--- config.mk ---
export PLATFORM = sky130hd
export DESIGN_NAME = alu_issue_ctrl_flat
export DESIGN_NICKNAME = d
export VERILOG_FILES = /design/src/rtl/alu_issue_ctrl_if.sv /design/src/rtl/alu_issue_ctrl.sv /design/src/flat_wrapper.sv
export SDC_FILE = /design/constraint.sdc
export NUM_CORES = 1
export LEC_CHECK = 0
export ABC_AREA = 1
export CORE_ASPECT_RATIO = 0.9
export CORE_MARGIN = 10
export CORE_UTILIZATION = 37
export DETAILED_ROUTE_END_ITERATION = 6
export PLACE_DENSITY = 0.78
export SYNTH_ARGS = -nofsm -noshare
export SYNTH_HDL_FRONTEND = slang
export SYNTH_SLANG_ARGS = --single-unit
export TNS_END_PERCENT = 5
--- constraint.sdc ---
create_clock -name clk -period 8 [get_ports clk]
set_clock_uncertainty 0.2 [all_clocks]
set_input_delay 2.4 -clock clk [delete_from_list [all_inputs] [get_ports clk]]
set_output_delay 2.4 -clock clk [all_outputs]
set_load 0.01 [all_outputs]
--- src/rtl/alu_issue_ctrl_if.sv ---
// Request, ALU and response channels of the shared-ALU issue controller.
// The master side is the requesters, the ALU and the response consumer. The slave side is the controller.
interface alu_issue_ctrl_if #(
    parameter int DATA_WIDTH = 32,
    parameter int OP_NUM     = 11
);
    logic                  req0_valid;
    logic                  req0_ready;
    logic [OP_NUM-1:0]     req0_op;
    logic [DATA_WIDTH-1:0] req0_src1;
    logic [DATA_WIDTH-1:0] req0_src2;

    logic                  req1_valid;
    logic                  req1_ready;
    logic [OP_NUM-1:0]     req1_op;
    logic [DATA_WIDTH-1:0] req1_src1;
    logic [DATA_WIDTH-1:0] req1_src2;

    logic [OP_NUM-1:0]     alu_op;
    logic [DATA_WIDTH-1:0] alu_src1;
    logic [DATA_WIDTH-1:0] alu_src2;
    logic [DATA_WIDTH-1:0] alu_result;

    logic                  rsp_valid;
    logic                  rsp_ready;
    logic                  rsp_id;
    logic [DATA_WIDTH-1:0] rsp_result;

    modport master (
        output req0_valid, req0_op, req0_src1, req0_src2,
        output req1_valid, req1_op, req1_src1, req1_src2,
        output alu_result, rsp_ready,
        input  req0_ready, req1_ready,
        input  alu_op, alu_src1, alu_src2,
        input  rsp_valid, rsp_id, rsp_result
    );

    modport slave (
        input  req0_valid, req0_op, req0_src1, req0_src2,
        input  req1_valid, req1_op, req1_src1, req1_src2,
        input  alu_result, rsp_ready,
        output req0_ready, req1_ready,
        output alu_op, alu_src1, alu_src2,
        output rsp_valid, rsp_id, rsp_result
    );
endinterface

--- src/rtl/alu_issue_ctrl.sv ---
// Round-robin issue front-end for the shared single-cycle ALU.
// Define ALU_ISSUE_MUL_EN to build in the iterative shift-add multiplier for op bit 7.
module alu_issue_ctrl #(
    parameter int DATA_WIDTH = 32,
    parameter int OP_NUM     = 11
) (
    input  logic            clk,
    input  logic            reset,
    alu_issue_ctrl_if.slave bus
);

    typedef enum logic [1:0] {
        IDLE = 2'd0,
        EXEC = 2'd1,
`ifdef ALU_ISSUE_MUL_EN
        MUL  = 2'd2,
`endif
        RESP = 2'd3
    } state_t;

    state_t                state_q, state_d;
    logic                  lastGrant_q, lastGrant_d;
    logic [OP_NUM-1:0]     op_q, op_d;
    logic [DATA_WIDTH-1:0] src1_q, src1_d;
    logic [DATA_WIDTH-1:0] src2_q, src2_d;
    logic                  rspId_q, rspId_d;
    logic [DATA_WIDTH-1:0] rspResult_q, rspResult_d;

`ifdef ALU_ISSUE_MUL_EN
    localparam int CNT_W = (DATA_WIDTH > 1) ? $clog2(DATA_WIDTH) : 1;
    localparam logic [CNT_W-1:0] LAST_COUNT = CNT_W'(DATA_WIDTH - 1);

    logic [DATA_WIDTH-1:0] mcand_q, mcand_d;
    logic [DATA_WIDTH-1:0] mplier_q, mplier_d;
    logic [CNT_W-1:0]      count_q, count_d;
`endif

    logic                  grant0, grant1;
    logic                  ready0, ready1;
    logic [OP_NUM-1:0]     selOp;
    logic [DATA_WIDTH-1:0] selSrc1, selSrc2;

    // On a tie the requester that did not win last time gets the grant.
    assign grant0 = bus.req0_valid & (~bus.req1_valid | lastGrant_q);
    assign grant1 = bus.req1_valid & (~bus.req0_valid | ~lastGrant_q);

    // Ready is gated by reset so that nothing handshakes while reset is held.
    assign ready0 = (state_q == IDLE) & ~reset & grant0;
    assign ready1 = (state_q == IDLE) & ~reset & grant1;

    assign selOp   = ready1 ? bus.req1_op   : bus.req0_op;
    assign selSrc1 = ready1 ? bus.req1_src1 : bus.req0_src1;
    assign selSrc2 = ready1 ? bus.req1_src2 : bus.req0_src2;

    assign bus.req0_ready = ready0;
    assign bus.req1_ready = ready1;
    assign bus.alu_op     = (state_q == EXEC) ? op_q : '0;
    assign bus.alu_src1   = src1_q;
    assign bus.alu_src2   = src2_q;
    assign bus.rsp_valid  = (state_q == RESP);
    assign bus.rsp_id     = rspId_q;
    assign bus.rsp_result = rspResult_q;

    always_comb begin
        state_d     = state_q;
        lastGrant_d = lastGrant_q;
        op_d        = op_q;
        src1_d      = src1_q;
        src2_d      = src2_q;
        rspId_d     = rspId_q;
        rspResult_d = rspResult_q;
`ifdef ALU_ISSUE_MUL_EN
        mcand_d     = mcand_q;
        mplier_d    = mplier_q;
        count_d     = count_q;
`endif

        case (state_q)
            IDLE: begin
                if (ready0 | ready1) begin
                    op_d    = selOp;
                    src1_d  = selSrc1;
                    src2_d  = selSrc2;
                    rspId_d = ready1;
`ifdef ALU_ISSUE_MUL_EN
                    if (selOp[7]) begin
                        mcand_d     = selSrc1;
                        mplier_d    = selSrc2;
                        count_d     = '0;
                        rspResult_d = '0;
                        state_d     = MUL;
                    end else begin
                        state_d = EXEC;
                    end
`else
                    state_d = EXEC;
`endif
                end
            end

            EXEC: begin
                rspResult_d = bus.alu_result;
                state_d     = RESP;
            end

`ifdef ALU_ISSUE_MUL_EN
            // The response register doubles as the shift-add accumulator.
            MUL: begin
                if (mplier_q[0]) begin
                    rspResult_d = rspResult_q + mcand_q;
                end
                mcand_d  = mcand_q << 1;
                mplier_d = mplier_q >> 1;
                count_d  = count_q + 1'b1;
                if (count_q == LAST_COUNT) begin
                    state_d = RESP;
                end
            end
`endif

            RESP: begin
                if (bus.rsp_ready) begin
                    lastGrant_d = rspId_q;
                    state_d     = IDLE;
                end
            end

            default: begin
                state_d = IDLE;
            end
        endcase
    end

    always_ff @(posedge clk or posedge reset) begin
        if (reset) begin
            state_q     <= IDLE;
            lastGrant_q <= 1'b1;
            op_q        <= '0;
            src1_q      <= '0;
            src2_q      <= '0;
            rspId_q     <= 1'b0;
            rspResult_q <= '0;
        end else begin
            state_q     <= state_d;
            lastGrant_q <= lastGrant_d;
            op_q        <= op_d;
            src1_q      <= src1_d;
            src2_q      <= src2_d;
            rspId_q     <= rspId_d;
            rspResult_q <= rspResult_d;
        end
    end

`ifdef ALU_ISSUE_MUL_EN
    always_ff @(posedge clk or posedge reset) begin
        if (reset) begin
            mcand_q  <= '0;
            mplier_q <= '0;
            count_q  <= '0;
        end else begin
            mcand_q  <= mcand_d;
            mplier_q <= mplier_d;
            count_q  <= count_d;
        end
    end
`endif

endmodule

--- src/flat_wrapper.sv ---
// flat-port wrapper written by rule: the top's interface ports become plain ports
module alu_issue_ctrl_flat 
#(
    parameter int DATA_WIDTH = 32,
    parameter int OP_NUM     = 11
)
  (clk, reset, bus_req0_valid, bus_req0_op, bus_req0_src1, bus_req0_src2, bus_req1_valid, bus_req1_op, bus_req1_src1, bus_req1_src2, bus_alu_result, bus_rsp_ready, bus_req0_ready, bus_req1_ready, bus_alu_op, bus_alu_src1, bus_alu_src2, bus_rsp_valid, bus_rsp_id, bus_rsp_result);
  alu_issue_ctrl_if #(.DATA_WIDTH(DATA_WIDTH), .OP_NUM(OP_NUM)) bus_i ();
  input  logic clk;
  input  logic reset;
  input wire logic [$bits(bus_i.req0_valid)-1:0] bus_req0_valid;
  input wire logic [$bits(bus_i.req0_op)-1:0] bus_req0_op;
  input wire logic [$bits(bus_i.req0_src1)-1:0] bus_req0_src1;
  input wire logic [$bits(bus_i.req0_src2)-1:0] bus_req0_src2;
  input wire logic [$bits(bus_i.req1_valid)-1:0] bus_req1_valid;
  input wire logic [$bits(bus_i.req1_op)-1:0] bus_req1_op;
  input wire logic [$bits(bus_i.req1_src1)-1:0] bus_req1_src1;
  input wire logic [$bits(bus_i.req1_src2)-1:0] bus_req1_src2;
  input wire logic [$bits(bus_i.alu_result)-1:0] bus_alu_result;
  input wire logic [$bits(bus_i.rsp_ready)-1:0] bus_rsp_ready;
  output wire logic [$bits(bus_i.req0_ready)-1:0] bus_req0_ready;
  output wire logic [$bits(bus_i.req1_ready)-1:0] bus_req1_ready;
  output wire logic [$bits(bus_i.alu_op)-1:0] bus_alu_op;
  output wire logic [$bits(bus_i.alu_src1)-1:0] bus_alu_src1;
  output wire logic [$bits(bus_i.alu_src2)-1:0] bus_alu_src2;
  output wire logic [$bits(bus_i.rsp_valid)-1:0] bus_rsp_valid;
  output wire logic [$bits(bus_i.rsp_id)-1:0] bus_rsp_id;
  output wire logic [$bits(bus_i.rsp_result)-1:0] bus_rsp_result;
  assign bus_i.req0_valid = bus_req0_valid;
  assign bus_i.req0_op = bus_req0_op;
  assign bus_i.req0_src1 = bus_req0_src1;
  assign bus_i.req0_src2 = bus_req0_src2;
  assign bus_i.req1_valid = bus_req1_valid;
  assign bus_i.req1_op = bus_req1_op;
  assign bus_i.req1_src1 = bus_req1_src1;
  assign bus_i.req1_src2 = bus_req1_src2;
  assign bus_i.alu_result = bus_alu_result;
  assign bus_i.rsp_ready = bus_rsp_ready;
  assign bus_req0_ready = bus_i.req0_ready;
  assign bus_req1_ready = bus_i.req1_ready;
  assign bus_alu_op = bus_i.alu_op;
  assign bus_alu_src1 = bus_i.alu_src1;
  assign bus_alu_src2 = bus_i.alu_src2;
  assign bus_rsp_valid = bus_i.rsp_valid;
  assign bus_rsp_id = bus_i.rsp_id;
  assign bus_rsp_result = bus_i.rsp_result;
  alu_issue_ctrl #(.DATA_WIDTH(DATA_WIDTH), .OP_NUM(OP_NUM)) u_core (.clk(clk), .reset(reset), .bus(bus_i));
endmodule
---- Word level (Yosys, flattened, before mapping) ----
Cells that the tools add are included.
word-level totals
  output and inout port bits .............. 111
  word-level logic and storage cells ...... 34
  flip-flop bits (word level) ............. 111
  bits of input ports ..................... 187
cells by class
  reduce and logical (&&, ||, !) cells .... 4
  bitwise logic cells ..................... 12
  equality and inequality tests ........... 4
  mux-type cells .......................... 7
operators with widths
  operator            number
  $mux 32             2
  $mux 11             2
  $pmux 2 s3          1
  $reduce_and 2->1    3
  $and 1x1->1         5
  $mux 2              2
  $ne 2x2->1 const B  2
  $not 1->1           4
  $or 1x1->1          3
  $eq 2x1->1 const B  1
  $eq 2x2->1 const B  1
  $logic_not 2->1     1

---- Depth between registers and ports, before layout ----
  depth after elaboration ................. 7
  gate-level depth with buffers ........... 9
  depth with buffers taken out ............ 7

---- Least setup slack after synthesis ----
OpenSTA, ideal clock, no wires.
  path kind ............................... input to output
  from .................................... input port reset
  to ...................................... output port bus_req1_ready
  cell stages on the path ................. 4
  setup slack ............................. 0.016 ns
  arrival time ............................ 5.384 ns
  buffers on the path ..................... 1
  required time ........................... 5.400 ns
  cells stage by stage .................... inv_1 -> nand2_4 -> nor2_4 -> buf_2
between the ends
  longest elaborated chain between the ends .. 3
ends and longest elaborated chain
  what                      line                  text
  from (decl)               flat_wrapper.sv:10    input logic reset;
  $not 1->1                 alu_issue_ctrl.sv:49  assign ready1 = (state_q == IDLE) & ~reset & grant1;
  $and 1x1->1 (2 in a row)  alu_issue_ctrl.sv:49
  to (decl)                 flat_wrapper.sv:22    output wire logic [$bits(bus_i.req1_ready)-1:0] bus_req1_ready;
No other way between the ends.

---- Final worst setup path ----
  from .................................... input port reset
  to ...................................... output port bus_req0_ready
between the ends
  longest elaborated chain between the ends .. 3
ends and longest elaborated chain
  what                      line                  text
  $not 1->1                 alu_issue_ctrl.sv:48  assign ready0 = (state_q == IDLE) & ~reset & grant0;
  $and 1x1->1 (2 in a row)  alu_issue_ctrl.sv:48
  to (decl)                 flat_wrapper.sv:21    output wire logic [$bits(bus_i.req0_ready)-1:0] bus_req0_ready;
No other way between the ends.

==> reports/metrics.yaml <==
outcome:
  status: "complete, no violations"
grt:
  grt_pass1_wl_microns: 32900
  grt_overflow_total: 0
  antenna_found_initial: 1
  grt_usage_pct: 18.9
  grt_max_degree: 77
  grt_pass1_vias: 5761
sta:
  setup_viol: 0
  timing.final.crit_share_pct: 82.1
  hold_viol_final: 0
  fmax_ghz: 0.152
  relSlewSlack_pct: 41.1
  tightest_slew_ns: 0.884
  rsz0062_at_grt: "false"
  slew_viol_final: 0
  setup_tns_ns: 0
  min_period_ns: 6.56
die:
  io_pins: 298
  rows: 43
  die_area_sq_um: 21300
  die_h_microns: 139
  start_util_pct: 37.9
  die_w_microns: 153
  core_area_sq_um: 15400
placement:
  gp_congestion: 0.842
  dp_hpwl_microns: 15100
  portBuffers: 297
final_layout:
  register_area_sq_um: 2780
  drive_gt1_share_pct: 3.60
  multi_input_area_sq_um: 2310
  fin_util_pct: 59.2
  diodes: 0
  syn_to_final_growth_pct: 56.1
  fin_nets: 1209
  num-fill-cells: 1443
cts:
  clock_path_buffers: 2
  hold_buffers: 0
  root_buffer: "clkbuf_16"
  clk_latency_ns: 0.35
  postCtsSetupBuffers: 0
  cts_max_level: 3
  cts_sinks: 111
  path_clk_slew_ns: 0.07
  cts-resized-gates: 0
  cts_tree: "built"
  numCtsBuffers: 9
critical_path:
  reg2reg_depth: 8
  crit_fanout: 34
  r2r_end: "u_core.bus.alu_src1[17]"
  worst_ep_required_time_ns: 5.40
  r2r_slack_ns: 4.78
  reg2reg_from: "u_core.state_q[0]"
  cp.arrival_ns: 3.96
  cp-start-kind: "primary input"
  cp-end-kind: "output port"
  worstSetupPathType: "in -> out"
job:
  cap_violations: 0
routing:
  vias: 5850
  ant_nets: 0
  wirelength_microns: 20900
  via_per_inst: 4.76
  dr.pass1.iters: 5
  wl_per_cell_microns: 17.0
  drtIter0Drc: 329
  drc_errors: 0
worst_hold_path:
  hp-start: "u_core.bus.rsp_result[28]"
  min_path_type: "reg -> reg"
  whs_path_depth: 2
  holdPathEnd: "u_core.bus.rsp_result[28]"
pwr:
  leakagePower_nw: 4.35
  irDropWorstVdd_mv: 0.161
  power_density_nw_per_um2: 302
logic_synthesis:
  avgSynthCellArea_sq_um: 7.69
  synthCells: 761
  ys_seq_elements: 111
  yosysSeqAreaShare_pct: 47.5
  syn_area_sq_um: 5850
  yosysWarnings: 0
  syn-num-nets: 948
  yosysUniqueCellTypes: 23
==> cells in the final DEF, fill, tap and decap left out <==
| master | n |
|---|---|
| clkdlybuf4s50_1 | 297 |
| nand2_2 | 2 |
| nor2_1 | 11 |
| clkinvlp_4 | 2 |
| nor2_2 | 1 |
| inv_6 | 2 |
| nand3_1 | 150 |
| inv_8 | 1 |
| nand2_4 | 1 |
| clkbuf_16 | 9 |
| inv_2 | 2 |
| o21bai_1 | 75 |
| inv_4 | 1 |
| o21ai_0 | 24 |
| nand2_1 | 188 |
| buf_4 | 9 |
| a21oi_4 | 1 |
| or2_2 | 2 |
| o21ai_1 | 10 |
| nor2_4 | 1 |
| dfrtp_1 | 110 |
| inv_1 | 124 |
| a21oi_1 | 1 |
| dfstp_2 | 1 |
| clkinv_2 | 2 |
==> flip-flops by register name (all words and copies together) (netlist names) <==
signal	count
u_core.bus.alu_src1	32
u_core.bus.alu_src2	32
u_core.bus.rsp_id	1
u_core.bus.rsp_result	32
u_core.lastGrant_q	1
u_core.op_q	11
u_core.state_q	2
==> through the flow <==
stage,total power [mW],instances,cell area (sq um),hold slack [ns],worst slack [ns]
3_5_place_dp,2.35,1213,8860,0.273,1.40
2_1_floorplan,1.61,761,5850,0.272,0.0156
5_1_grt,2.96,1229,9140,0.308,1.34
3_3_place_gp,2.32,1213,8860,0.266,1.42
4_1_cts,2.80,1229,9140,0.291,1.40
6_report,2.76,1229,9140,0.286,1.44
==> cell type report <==
type                            instances  share of cell area [%]
Sequential cell                       111                    30.4
Timing Repair Buffer                  306                    33.3
Multi-Input combinational cell        467                    25.2
Clock inverter                          7                   0.589
Tap cell                              202                    2.77
Inverter                              127                    5.25
Clock buffer                            9                    2.47
==> routing by layer <==
layer / track usage [%] / vias to the layer above / share of wire, %
met3: 8.10 / 24 / 9.9
met4: 5.27 / 2 / 1.8
met5: 0 / - / 0.053
met2: 29.7 / 258 / 46
li1: - / 2896 / -
met1: 23.0 / 2670 / 42
==> where the power goes <==
| group | switching [mW] | internal (mW) | total, mW |
|---|---|---|---|
| Combinational | 0.679 | 0.682 | 1.36 |
| Sequential | 0.143 | 0.820 | 0.963 |
| Clock | 0.219 | 0.215 | 0.434 |
==> worst max-delay path, cell delays in order <==
cell and delay (ns):
clkdlybuf4s50_1 0.51, inv_4 0.05, nand2_4 0.32, inv_2 0.06
nand2_2 0.08, inv_1 0.04, clkdlybuf4s50_1 0.50
==> synth_stat cells <==
cell	number	area share, %
dfstp_2	1	0.45
nand3_1	150	13
o21ai_1	10	0.85
o21ai_0	24	2.1
nor2_1	11	0.71
a21oi_2	1	0.15
or2_2	1	0.11
nor2_2	1	0.11
nand2_4	1	0.19
buf_2	32	2.7
dfrtp_1	110	47
clkbuf_1	9	0.58
buf_1	3	0.19
or2_1	1	0.11
nor2_4	1	0.19
nand2_1	189	12
buf_6	2	0.38
inv_1	125	8.0
buf_4	10	1.3
a21oi_1	1	0.085
nand2_2	1	0.11
inv_2	2	0.13
o21bai_1	75	9.6
==> worst max-delay path by stage <==
stage	start	endpoint	slack, ns
floorplan	reset	bus_req1_ready	0.02
global placement	reset	bus_req0_ready	1.42
detailed placement	reset	bus_req0_ready	1.40
CTS	reset	bus_req0_ready	1.40
global route	reset	bus_req0_ready	1.34
finish	reset	bus_req0_ready	1.44
==> kinds of logic (layout without fill, tap and decap cells) <==
family / count (synthesis) / count (layout) / synth area share, %
AND/OR/NAND/NOR: 356 / 356 / 26.5
buffers and inverters: 183 / 449 / 13.3
AO/OA/AOI/OAI: 111 / 111 / 12.8
flip-flops: 111 / 111 / 47.5
(Power assumes the default switching activity.)
